==> config.mk <==
export PLATFORM = sky130hd
export DESIGN_NAME = sm_vec_accumulator_flat
export DESIGN_NICKNAME = d
export VERILOG_FILES = /design/src/rtl/sm_vec_accumulator_if.sv /design/src/rtl/sm_vec_accumulator.sv /design/src/flat_wrapper.sv
export SDC_FILE = /design/constraint.sdc
export NUM_CORES = 1
export LEC_CHECK = 0
export ABC_AREA = 1
export ABC_CLOCK_PERIOD_IN_PS = 2300
export BUFFER_PORTS_ARGS = -buffer_cell sky130_fd_sc_hd__buf_2
export CAP_MARGIN = 20
export CORE_MARGIN = 4
export CORE_UTILIZATION = 54
export DETAILED_ROUTE_END_ITERATION = 16
export PLACE_DENSITY = 0.79
export SYNTH_ARGS = -nofsm -noshare
export SYNTH_HDL_FRONTEND = slang
export SYNTH_SLANG_ARGS = --single-unit
==> constraint.sdc <==
create_clock -name clk -period 2.3 [get_ports clk]
set_input_delay 0.46 -clock clk [delete_from_list [all_inputs] [get_ports clk]]
set_output_delay 0.46 -clock clk [all_outputs]
set_load 0.005 [all_outputs]
==> src/rtl/sm_vec_accumulator_if.sv <==
// Operand-in / sum-out stream interface for sm_vec_accumulator.
// The slave modport is the accumulator side. The master modport is the producer and consumer side.
interface sm_vec_accumulator_if;
  logic       in_valid;
  logic       in_ready;
  logic [8:0] in_data;
  logic       in_sub;
  logic       out_valid;
  logic       out_ready;
  logic [8:0] out_data;
  logic       out_ovf;

  modport slave (
    input  in_valid, in_data, in_sub, out_ready,
    output in_ready, out_valid, out_data, out_ovf
  );

  modport master (
    output in_valid, in_data, in_sub, out_ready,
    input  in_ready, out_valid, out_data, out_ovf
  );
endinterface

==> src/rtl/sm_vec_accumulator.sv <==
// Streaming sign-magnitude accumulator. It folds VEC_LEN 9-bit operands into one sum per vector.
// Define ACC_SAT_EN to clamp an overflowing magnitude to 255. Otherwise the magnitude wraps mod 256.
module sm_vec_accumulator #(
  parameter int VEC_LEN = 4
) (
  input  logic                   clk,
  input  logic                   rst,
  input  logic                   clear,
  sm_vec_accumulator_if.slave    bus
);

  localparam int CW = $clog2(VEC_LEN + 1);

  typedef enum logic [1:0] {IDLE, ACCUM, DONE} state_t;

  typedef struct packed {
    logic [8:0] res;
    logic       ovf;
  } step_t;

  // One add/sub step. Sign-magnitude operands; the result is never negative zero.
  function automatic step_t sm_step(input logic [8:0] a, input logic [8:0] b, input logic sub);
    logic       b_sign;
    logic       sign;
    logic [8:0] sum;
    logic [7:0] mag;
    step_t      r;
    b_sign = b[8] ^ sub;
    r.ovf  = 1'b0;
    sum    = {1'b0, a[7:0]} + {1'b0, b[7:0]};
    if (a[8] == b_sign) begin
      r.ovf = sum[8];
      sign  = a[8];
`ifdef ACC_SAT_EN
      mag   = sum[8] ? 8'hFF : sum[7:0];
`else
      mag   = sum[7:0];
`endif
    end else if (a[7:0] >= b[7:0]) begin
      mag  = a[7:0] - b[7:0];
      sign = a[8];
    end else begin
      mag  = b[7:0] - a[7:0];
      sign = b_sign;
    end
    r.res = (mag == 8'h00) ? 9'h000 : {sign, mag};
    return r;
  endfunction

  state_t      state, state_d;
  logic [8:0]  acc, acc_d;
  logic [CW-1:0] count, count_d;
  logic        ovf, ovf_d;
  step_t       step;

  assign step = sm_step(acc, bus.in_data, bus.in_sub);

  // in_ready and out_valid depend on the state register only.
  assign bus.in_ready  = (state != DONE);
  assign bus.out_valid = (state == DONE);
  assign bus.out_data  = (state == DONE) ? acc : 9'h000;
  assign bus.out_ovf   = (state == DONE) ? ovf : 1'b0;

  always_comb begin
    // NOTE: every signal gets a default first, so no path through the case leaves one unassigned and no latch is inferred.
    state_d = state;
    acc_d   = acc;
    count_d = count;
    ovf_d   = ovf;
    unique case (state)
      IDLE: begin
        if (bus.in_valid) begin
          acc_d   = (bus.in_data == 9'h100) ? 9'h000 : bus.in_data;
          count_d = CW'(1);
          ovf_d   = 1'b0;
          state_d = (VEC_LEN == 1) ? DONE : ACCUM;
        end
      end
      ACCUM: begin
        if (bus.in_valid) begin
          acc_d   = step.res;
          ovf_d   = ovf | step.ovf;
          count_d = count + CW'(1);
          if (count == CW'(VEC_LEN - 1)) state_d = DONE;
        end
      end
      DONE: begin
        if (bus.out_ready) begin
          state_d = IDLE;
          acc_d   = 9'h000;
          count_d = '0;
          ovf_d   = 1'b0;
        end
      end
      default: state_d = IDLE;
    endcase
    // clear overrides any beat in the same cycle.
    if (clear) begin
      state_d = IDLE;
      acc_d   = 9'h000;
      count_d = '0;
      ovf_d   = 1'b0;
    end
  end

  // NOTE: state registers use non-blocking assignments so that every flop samples pre-edge values.
  always_ff @(posedge clk or posedge rst) begin
    if (rst) begin
      state <= IDLE;
      acc   <= 9'h000;
      count <= '0;
      ovf   <= 1'b0;
    end else begin
      state <= state_d;
      acc   <= acc_d;
      count <= count_d;
      ovf   <= ovf_d;
    end
  end

endmodule

==> src/flat_wrapper.sv <==
// flat-port wrapper written by rule: the top's interface ports become plain ports
module sm_vec_accumulator_flat 
#(
  parameter int VEC_LEN = 4
)
  (clk, rst, clear, bus_in_valid, bus_in_data, bus_in_sub, bus_out_ready, bus_in_ready, bus_out_valid, bus_out_data, bus_out_ovf);
  sm_vec_accumulator_if bus_i ();
  input  logic clk;
  input  logic rst;
  input  logic clear;
  input wire logic [$bits(bus_i.in_valid)-1:0] bus_in_valid;
  input wire logic [$bits(bus_i.in_data)-1:0] bus_in_data;
  input wire logic [$bits(bus_i.in_sub)-1:0] bus_in_sub;
  input wire logic [$bits(bus_i.out_ready)-1:0] bus_out_ready;
  output wire logic [$bits(bus_i.in_ready)-1:0] bus_in_ready;
  output wire logic [$bits(bus_i.out_valid)-1:0] bus_out_valid;
  output wire logic [$bits(bus_i.out_data)-1:0] bus_out_data;
  output wire logic [$bits(bus_i.out_ovf)-1:0] bus_out_ovf;
  assign bus_i.in_valid = bus_in_valid;
  assign bus_i.in_data = bus_in_data;
  assign bus_i.in_sub = bus_in_sub;
  assign bus_i.out_ready = bus_out_ready;
  assign bus_in_ready = bus_i.in_ready;
  assign bus_out_valid = bus_i.out_valid;
  assign bus_out_data = bus_i.out_data;
  assign bus_out_ovf = bus_i.out_ovf;
  sm_vec_accumulator #(.VEC_LEN(VEC_LEN)) u_core (.clk(clk), .rst(rst), .clear(clear), .bus(bus_i));
endmodule
==> out/qor.csv <==
metric;value;unit
tns;-0.0977;ns
drive_above_1_share;31.9;%
avgViaCountPerCell;5.24;
drc;0;
clkLatencyLatePin;0.25;ns
leakage;1.73;nW
grt_setup_unrepaired;true;
timing.final.ws_setup;-0.0977;ns
wl_per_cell;14.0;um
initial_core_util;57.3;%
required;2.44;ns
n_antenna_cell;0;
routed_wl;6.91;mm
synthDistinctLibCells;35;
syn-cell-area;2360;um2
vdd_drop_max;0.711;mV
coreArea;4120;um2
seq_area;377;um2
hold_buffers;0;
nets;491;
avgSynthCellArea;6.38;um2
gp_congestion;0.954;
clk_pin_slew;0.07;ns
syn_inst;369;
cts-root-buf;clkbuf_8;
fill_cells;306;
grt_max_degree;16;
drtIter0Drc;206;
power;3.86;mW
ys_seq_area_share;15.9;%
place_inst;484;
die_y;74.1;um
cts_tree;done;
violations;negative setup slack;
r2r_slack;-0.1;ns
power.density;1280;nW/um2
crit_type;reg2reg;
synth_seq_cells;15;
post-route-min-period;2.40;ns
die-area;5480;um2
port_buffers;26;
synth_edf_count;0;
finalMaxSlewViolations;0;
first_global_vias;2498;
synth_top_cell_area_share;17.8;%
place_area;2830;um2
syn_to_final_growth;28.0;%
cap_violations;0;
cts_max_path_buffers;2;
row_count;23;
design_area;3020;um2
multi_input_area;1730;um2
fmax;417;MHz
async_flop_share;100;%
antenna_found_initial;0;
syn-num-nets;417;
cts_inserted_buffers;3;
setup_violations;1;
overflow;0;
yosys_warnings;0;
relSlewSlack;58.5;%
final_cells;492;
die-width;74.1;um
start_kind;register;
hold_path.class;in2async;
status;finished, violations left;
grt_pass1_wl;11.0;mm
ant_nets;0;
dp_hpwl;5.32;mm
yosysMostFrequentCell;nand2_1;
worst-endpoint-arrival;2.54;ns
drt_first_pass_iters;7;
hold_viol_final;0;
end_kind;register;
fin_crit_sh;104;%
via_count;2580;
synth_common_cells;112 x nand2_1, 70 x inv_1, 31 x nand3_1;
cts_htree_levels;1;
synth.largest_area_cell;nand2_1;
fin_worst_skew;0.00570;ns
cp_max_fo;7;
grt_usage;25.6;%
ioPinCount;27;
synth_ff_type;dfrtp_1;
ys_top_cells_by_area;nand2_1 18%, dfrtp_1 16%, ha_1 16%, inv_1 11%, nand3_1 6.6%;
cts.sinks;15;
tightest_slew;0.622;ns
==> final timing paths <==
kind / cells past startpoint / startpoint / endpoint
worst max-delay path: 18 / u_core.acc[0] / u_core.acc[8]
worst min-delay path: 2 / rst / u_core.state[1]
worst max register to register: 18 / u_core.acc[0] / u_core.acc[8]
worst min register to register: 2 / u_core.count[2] / u_core.count[2]
max in group asynchronous: 2 / rst / u_core.acc[1]
min in group clk: 2 / u_core.count[2] / u_core.count[2]
==> cell families after synthesis <==
| kind of cell | count (synthesis) | share of synthesized area [%] |
|---|---|---|
| compound gates | 41 | 11.4 |
| simple gates | 191 | 37.3 |
| fa+ha+maj | 33 | 18.5 |
| buf+inv | 84 | 15.1 |
| flops | 15 | 15.9 |
| xor+xnor | 5 | 1.86 |
==> stage by stage <==
stage / util [%] / setup slack (ns) / hold slack (ns)
6_report: 73.3 / -0.0977 / 0.274
3_5_place_dp: 68.7 / -0.293 / 0.473
4_1_cts: 70.5 / -0.0231 / 0.293
3_3_place_gp: 68.7 / -0.123 / 0.460
5_1_grt: 73.3 / -0.211 / 0.301
2_1_floorplan: - / 0.0864 / 0.361
==> worst max-delay path, cell delays in order (launching register included) <==
cell     delay (ns)
dfrtp_1        0.39
inv_2          0.07
ha_4           0.12
inv_2          0.04
fa_2           0.36
nand2_2        0.07
nand2_2        0.08
nand3_2        0.09
nand2_2        0.06
nor2_4         0.24
nand3_2        0.11
nand2_2        0.09
nand2_2        0.06
a21oi_2        0.16
nand3_2        0.11
nand2_1        0.08
nand2_1        0.05
nand2_1        0.06
nand2_1        0.05
==> cells in the final DEF (no fill, tap or decap), types with 2 or more instances in the layout <==
master,instances
buf_2,26
nand2_1,101
nor2_1,16
inv_2,7
o21ai_0,10
ha_4,2
ha_2,2
dfrtp_1,14
inv_1,68
nor2_2,3
nor3_1,3
buf_4,49
o221ai_1,5
clkinv_2,2
a21oi_1,12
nand3_1,26
fa_2,2
nand2_2,18
a21oi_2,4
xor2_1,5
nor2_4,3
nand4_1,4
nand2_4,4
o22ai_1,2
ha_1,26
clkbuf_8,3
nand3_2,10
==> state kept, by name (all words and copies together), names as in the netlist <==
signal        count
u_core.state      2
u_core.ovf        1
u_core.acc        9
u_core.count      3
==> repair_timing <==
action | in CTS | in global routing
buffers inserted | 2 | 2
pin swaps | 2 | 15
endpoints found under the setup margin | 1 | 10
resized for setup | 5 | 28
==> where the power goes <==
part / switching (mW) / internal, mW / total [mW]
clock network: 0.0989 / 0.120 / 0.219
registers: 0.122 / 0.365 / 0.487
logic: 1.84 / 1.32 / 3.16
total: 2.06 / 1.80 / 3.86
==> layer usage <==
| metal | up-vias | global-route usage [%] | share of wire, % |
|---|---|---|---|
| li1 | 1290 | - | - |
| met1 | 1173 | 33.6 | 42 |
| met2 | 94 | 44.0 | 49 |
| met3 | 23 | 2.57 | 5.4 |
| met4 | 0 | 8.25 | 3.1 |
| met5 | - | 0 | 0 |
==> area by class of cell <==
class,instances,area share (%)
Sequential cell,15,12.5
Inverter,77,9.63
Multi-Input combinational cell,270,57.4
Timing Repair Buffer,76,16.9
Clock buffer,3,1.37
Clock inverter,1,0.166
Tap cell,50,2.07
Power figures use the tool's default switching activity.
